**config.mk**
```make
export PLATFORM = sky130hd
export DESIGN_NAME = pong_buttons_flat
export DESIGN_NICKNAME = d
export VERILOG_FILES = /design/src/rtl/pong_buttons_if.sv /design/src/rtl/pong_buttons.sv /design/src/flat_wrapper.sv
export SDC_FILE = /design/constraint.sdc
export NUM_CORES = 1
export LEC_CHECK = 0
export ABC_CLOCK_PERIOD_IN_PS = 3200
export BUFFER_PORTS_ARGS = -buffer_cell sky130_fd_sc_hd__buf_2
export CAP_MARGIN = 20
export CORE_UTILIZATION = 45
export DETAILED_ROUTE_END_ITERATION = 7
export PLACE_DENSITY_LB_ADDON = 0.08
export SYNTH_ARGS = -nofsm -noshare
export SYNTH_HDL_FRONTEND = slang
export SYNTH_SLANG_ARGS = --single-unit
```
**constraint.sdc**
```tcl
create_clock -name clk_pix -period 3.2 [get_ports clk_pix]
set_input_delay 0.64 -clock clk_pix [delete_from_list [all_inputs] [get_ports clk_pix]]
set_output_delay 0.64 -clock clk_pix [all_outputs]
set_load 0.02 [all_outputs]
```
**src/rtl/pong_buttons_if.sv**
```systemverilog
// Button bundle between the board pads and the pong input conditioner.
//   raw_fire/raw_up/raw_dn : raw, asynchronous, bouncing button levels (pad side)
//   btn_fire               : one-cycle pulse per debounced fire press
//   fire_held              : debounced fire level
//   btn_up/btn_dn          : debounced, mutually exclusive paddle-move levels
// master: the pad/board side that drives the raw buttons and observes the results.
// slave : the conditioner itself.
interface pong_buttons_if;
  logic raw_fire;
  logic raw_up;
  logic raw_dn;
  logic btn_fire;
  logic fire_held;
  logic btn_up;
  logic btn_dn;

  modport master (
    output raw_fire, raw_up, raw_dn,
    input  btn_fire, fire_held, btn_up, btn_dn
  );

  modport slave (
    input  raw_fire, raw_up, raw_dn,
    output btn_fire, fire_held, btn_up, btn_dn
  );
endinterface

```
**src/rtl/pong_buttons.sv**
```systemverilog
// Input conditioning for the pong game, entirely in the clk_pix domain.
// Each of the three raw buttons is polarity-corrected, passed through a
// two-flop synchronizer and debounced by a per-button counter. The results
// are a single-cycle fire press pulse, a fire level, and up/down paddle
// levels that are forced to 0 whenever both directions are pressed.
//
// Ports:
//   clk_pix : pixel clock, the only clock
//   rst_pix : synchronous, active-high reset
//   btn     : pong_buttons_if.slave (raw_* in, btn_fire/fire_held/btn_up/btn_dn out)
//
// Parameters:
//   DB_CYCLES  : synchronized samples a new level must hold before acceptance (>= 2)
//   ACTIVE_LOW : 1 when a pressed pad reads 0
module pong_buttons #(
  parameter int DB_CYCLES  = 250_000,
  parameter bit ACTIVE_LOW = 1'b0
) (
  input  logic           clk_pix,
  input  logic           rst_pix,
  pong_buttons_if.slave  btn
);

  localparam int               CNT_W   = $clog2(DB_CYCLES);
  localparam logic [CNT_W-1:0] CNT_MAX = CNT_W'(DB_CYCLES - 1);
  localparam int               NB      = 3;

  // Button index: 0 = fire, 1 = up, 2 = down.
  localparam int B_FIRE = 0;
  localparam int B_UP   = 1;
  localparam int B_DN   = 2;

  logic [NB-1:0]    raw_pol;
  logic [NB-1:0]    s1_q;
  logic [NB-1:0]    s2_q;
  logic [NB-1:0]    stable_q;
  logic [NB-1:0]    stable_d;
  logic [CNT_W-1:0] cnt_q [NB];
  logic [CNT_W-1:0] cnt_d [NB];
  logic             btn_fire_q;
  logic             btn_up_q;
  logic             btn_dn_q;

  // Polarity is applied on the pad side, so everything downstream treats
  // 1 as pressed and the synchronizer resets to the logical-inactive value.
  assign raw_pol = {btn.raw_dn, btn.raw_up, btn.raw_fire} ^ {NB{ACTIVE_LOW}};

  // Debounce: any sample matching the accepted level restarts the count;
  // a new level is accepted only after DB_CYCLES consecutive disagreeing
  // samples, so the counter never passes CNT_MAX and never wraps.
  always_comb begin
    for (int i = 0; i < NB; i++) begin
      stable_d[i] = stable_q[i];
      cnt_d[i]    = cnt_q[i];
      if (s2_q[i] == stable_q[i]) begin
        cnt_d[i] = '0;
      end else if (cnt_q[i] == CNT_MAX) begin
        stable_d[i] = s2_q[i];
        cnt_d[i]    = '0;
      end else begin
        cnt_d[i] = cnt_q[i] + CNT_W'(1);
      end
    end
  end

  always_ff @(posedge clk_pix) begin
    if (rst_pix) begin
      s1_q       <= '0;
      s2_q       <= '0;
      stable_q   <= '0;
      btn_fire_q <= 1'b0;
      btn_up_q   <= 1'b0;
      btn_dn_q   <= 1'b0;
      for (int i = 0; i < NB; i++) begin
        cnt_q[i] <= '0;
      end
    end else begin
      s1_q     <= raw_pol;
      s2_q     <= s1_q;
      stable_q <= stable_d;
      for (int i = 0; i < NB; i++) begin
        cnt_q[i] <= cnt_d[i];
      end
      // Rising edge of the accepted fire level only; holding or releasing
      // gives no further pulse.
      btn_fire_q <= stable_d[B_FIRE] & ~stable_q[B_FIRE];
      // Built from next-state levels so the moves change on the same edge
      // as the accepted levels themselves.
      btn_up_q   <= stable_d[B_UP] & ~stable_d[B_DN];
      btn_dn_q   <= stable_d[B_DN] & ~stable_d[B_UP];
    end
  end

  assign btn.btn_fire  = btn_fire_q;
  assign btn.fire_held = stable_q[B_FIRE];
  assign btn.btn_up    = btn_up_q;
  assign btn.btn_dn    = btn_dn_q;

endmodule

```
**src/flat_wrapper.sv**
```systemverilog
// flat-port wrapper written by rule: the top's interface ports become plain ports
module pong_buttons_flat 
#(
  parameter int DB_CYCLES  = 250_000,
  parameter bit ACTIVE_LOW = 1'b0
)
  (clk_pix, rst_pix, btn_raw_fire, btn_raw_up, btn_raw_dn, btn_btn_fire, btn_fire_held, btn_btn_up, btn_btn_dn);
  pong_buttons_if btn_i ();
  input  logic clk_pix;
  input  logic rst_pix;
  input wire logic [$bits(btn_i.raw_fire)-1:0] btn_raw_fire;
  input wire logic [$bits(btn_i.raw_up)-1:0] btn_raw_up;
  input wire logic [$bits(btn_i.raw_dn)-1:0] btn_raw_dn;
  output wire logic [$bits(btn_i.btn_fire)-1:0] btn_btn_fire;
  output wire logic [$bits(btn_i.fire_held)-1:0] btn_fire_held;
  output wire logic [$bits(btn_i.btn_up)-1:0] btn_btn_up;
  output wire logic [$bits(btn_i.btn_dn)-1:0] btn_btn_dn;
  assign btn_i.raw_fire = btn_raw_fire;
  assign btn_i.raw_up = btn_raw_up;
  assign btn_i.raw_dn = btn_raw_dn;
  assign btn_btn_fire = btn_i.btn_fire;
  assign btn_fire_held = btn_i.fire_held;
  assign btn_btn_up = btn_i.btn_up;
  assign btn_btn_dn = btn_i.btn_dn;
  pong_buttons #(.DB_CYCLES(DB_CYCLES), .ACTIVE_LOW(ACTIVE_LOW)) u_core (.clk_pix(clk_pix), .rst_pix(rst_pix), .btn(btn_i));
endmodule
```
* Word-level counts from Yosys, hierarchy flattened
Memories as Yosys holds them, arrays and structs flattened.
Index checks and enable logic that the tools add are counted.
** Operators by class
- Muxes and demuxes :: 18
- Bitwise logic cells :: 9
- Eq/ne operators :: 6
- Add/subtract/negate cells :: 3
** Operators with widths (count)
- $mux 18 :: 9
- $add 18x1->18 const B :: 3
- $eq 18x18->1 const B :: 3
- $mux 1 :: 9
- $and 1x1->1 :: 3
- $eq 1x1->1 :: 3
- $not 1->1 :: 3
- $or 1x1->1 :: 3
** Word-level totals
- Memories kept :: 1
- Register bits :: 12
- Memory bits (writable) :: 54
- Input bits :: 5
- Logic and storage cells :: 43
- Output and inout port bits :: 4
** Memory list
- u_core.cnt_q :: words 3, bits a word 18, read ports 3, clocked after Yosys merged registers in 0, wr ports 3, line pong_buttons.sv:38 : logic [CNT_W-1:0] cnt_q [NB];

* Longest topological paths before layout
- Depth in word-level cells :: 5
- Depth in mapped cells :: 6
- Depth with buffers taken out :: 5

* Worst setup path before layout
Ideal clock, no wire load.
- Kind :: reg-to-reg
- Start :: memory u_core.cnt_q[0][36] in the netlist's numbering
- End :: register u_core.btn_dn_q, in the netlist u_core.btn.btn_dn
- Buffers on the path :: 0
- Data arrival time :: 1.844 ns
- Required time :: 3.121 ns
- Setup time :: 0.079 ns
- Stages on the path, launching flop included :: 6
- Period minus slack after synthesis :: 1.923 ns
- Slack :: 1.277 ns
- Path through :: dfxtp_1 -> ha_1 -> nand3_2 -> or4_4 -> or4_4 -> a211oi_2
** RTL lines
- start, declared :: line pong_buttons.sv:38
- end signal, assigned :: line pong_buttons.sv:90 : btn_dn_q <= stable_d[B_DN] & ~stable_d[B_UP];
- end, declared :: line pong_buttons.sv:42 : logic btn_dn_q;

==> flow_summary.yaml <==
cts:
  htree_num_levels: 3
  path_clk_slew_ns: 0.07
  clock_sinks: 66
  clk_latency_ns: 0.33
  cts_buffers: 9
  cts_resized: 0
  clockBufferDepth: 2
  postCtsHoldBufs: 0
  cts_setup_buffers: 0
  cts_tree: "built"
  cts_root_buf: "clkbuf_8"
timing:
  relSlewSlack_pct: 52.3
  holdWs_ns: 0.438
  max_slew.worst_pin.slew_ns: 0.715
  tns_ns: 0
  min_period_over_period_pct: 67.8
  skew_ns: 0.00667
  fin_crit_ns: 2.17
  finalSetupViolCount: 0
  finalHoldViolCount: 0
  rsz0062_at_grt: "false"
  maxSlewViolCount: 0
  max_freq_mhz: 461
  setup_slack_ns: 1.03
synth:
  ys_ff_latch: 66
  synthTopCellsByArea: "dfxtp_1, xnor2_1, nor2_1"
  async_flop_share_pct: 0
  synth_cell_types: 39
  netlist_top_cells_count: "dfxtp_1, nor2_1, xnor2_1"
  synthCells: 326
  ys_seq_area_share_pct: 46.0
  yosysMostFrequentCell: "dfxtp_1"
  syn_nets: 334
  synth-edff-count: 0
  syn-cell-area_mm2: 0.00288
  synth_top_area_cell: "dfxtp_1"
  synth_flop_cell: "dfxtp_1"
  yosysWarnings: 0
  synth_area_per_cell_um2: 8.82
  synth_top_area_share_pct: 46.0
floorplanning:
  rows: 28
  io_pins: 9
  die_w_um: 81.9
  fp.dieArea_mm2: 0.00671
  core_area_mm2: 0.00603
  die_y_um: 81.9
  initial_utilization_pct: 47.7
placement:
  place_inst: 403
  pre_cts_ws_ns: 1.02
  dpl_cell_area_mm2: 0.00298
  gp_congestion: 0.736
  numPortBuffers: 8
  dpl.hpwl_mm: 3.72
setup_path:
  crit_slowest_cell: "or4_4"
  path_cells: "ha_1 > nand3_2 > or4_4 > o21ai_2 > nor2_1"
  cp-end-kind: "register"
  rr_worst_depth: 5
  critical_path.max_fanout: 17
  cp.buffers_inverters: 0
  crit_family: "simple AND/OR/NAND/NOR gates"
  start_kind: "register"
  reg2reg_to: "u_core.cnt_q[0][46]"
  critPathArrivalTime_ns: 2.36
  critPathKind: "register to register"
  slowest_delay_ns: 0.59
  reg2reg_slack_ns: 1.03
  r2r_start: "u_core.cnt_q[0][36]"
  crit_required_ns: 3.39
cells_and_area:
  finalNonFillerCells: 419
  fin_util_pct: 52.7
  num-fill-cells: 584
  nNetsFinal: 347
  finish.instance_area_mm2: 0.00318
  drive_gt1_share_pct: 10.2
  antenna_cells: 0
  syn_to_final_growth_pct: 10.5
power:
  p_leak_nw: 0.912
  p_per_area_mw_per_mm2: 487
  max-vdd-ir-drop_mv: 0.295
  p_total_mw: 1.55
routing:
  wl_mm: 5.24
  drtIter0Drc: 60
  num_vias: 2263
  drc: 0
  wire_per_inst_um: 12.5
  dr.pass1.iters: 4
  postRouteAntennaNets: 0
  viasPerCell: 5.40
grt:
  overflow: 0
  grt_start_max_net_pins: 19
  grt_pass1_vias: 2041
  antenna_found_initial: 0
  track_usage_pct: 17.7
  grt_pass1_wl_mm: 9.02
hold_path:
  min_path_type: "register to register"
  holdPathEnd: "u_core.s2_q[0]"
  min_from: "u_core.s1_q[0]"
  hold_depth: 1
outcome:
  outcome: "finished, final reports clean"
flow_run:
  maxCapViolations: 0
==> power by group <==
part / switching (mW) / total (mW) / leakage (nW) / internal [mW]
Clock: 0.297 / 0.700 / 0.101 / 0.403
Sequential: 0.00236 / 0.828 / 0.533 / 0.826
Combinational: 0.0118 / 0.0179 / 0.278 / 0.00609
==> cell type report <==
cell class | count | area [um2] | share of cell area [%]
timing repair buffer | 8 | 40.0 | 1.26
tap | 75 | 93.8 | 2.95
multi-input combinational | 245 | 1490 | 46.9
inverter | 9 | 33.8 | 1.06
sequential | 66 | 1320 | 41.6
clock inverter | 2 | 35.0 | 1.10
clock buffer | 14 | 163 | 5.12
==> metal layers <==
metal	global-route usage (%)	share of wire (%)	vias to the layer above	routed length, um
met5	0	0	-	0
met3	4.00	1.9	6	99
met1	23.8	55	1048	2870
met2	26.4	42	18	2210
met4	8.42	1.4	0	71
li1	-	-	1191	-
==> worst register-to-register path, stage by stage, from the launching register on <==
cell,delay (ns)
dfxtp_1,0.35
ha_1,0.21
nand3_2,0.17
or4_4,0.59
o21ai_2,0.59
nor2_1,0.12
==> registers in the layout (all words and copies together), names as in the netlist <==
signal	cells
u_core.cnt_q	54
u_core.stable_q	3
u_core.btn.btn_fire	1
u_core.s2_q	3
u_core.btn.btn_dn	1
u_core.s1_q	3
u_core.btn.btn_up	1
==> worst max-delay path by stage <==
stage	startpoint	to	slack, ns	depth (start not counted)
5_1_grt	u_core.cnt_q[0][36]	u_core.cnt_q[0][42]	0.86	5
6_report	u_core.cnt_q[0][36]	u_core.cnt_q[0][46]	1.03	5
3_5_place_dp	u_core.cnt_q[0][36]	u_core.cnt_q[0][42]	1.02	5
3_3_place_gp	u_core.cnt_q[0][36]	u_core.cnt_q[0][41]	1.10	5
2_1_floorplan	u_core.cnt_q[0][36]	u_core.btn.btn_dn	1.28	5
4_1_cts	u_core.cnt_q[0][36]	u_core.cnt_q[0][42]	1.00	5
==> kinds of logic (layout without fill, tap and decap cells) <==
group / Yosys count / count (layout) / share of synthesized area, %
AND/OR/NAND/NOR: 161 / 161 / 30.5
flip-flops: 66 / 66 / 46.0
AO/OA/AOI/OAI: 49 / 49 / 10.3
XOR/XNOR: 32 / 32 / 9.75
buffers and inverters: 15 / 33 / 2.22
adder cells (fa/ha/maj): 3 / 3 / 1.31
==> layout by cell type (no fill, tap or decap), drive strengths merged, types with 2 or more instances in the layout <==
master,synthesis,routed
a211oi,2,2
or4,13,13
nand2,24,24
xnor2,25,25
nand4,9,9
and4,2,2
nor2,40,40
nor3,11,11
nor2b,8,8
or3b,2,2
o31ai,8,8
or2,3,3
a21oi,20,20
buf,4,8
ha,3,3
or3,15,15
and3,3,3
xor2,7,7
o21a,2,2
o21ai,16,16
dfxtp,66,66
nor4b,2,2
nor4,9,9
clkbuf,2,14
inv,9,9
nand3,15,15
Power figures use the tool's default switching activity.
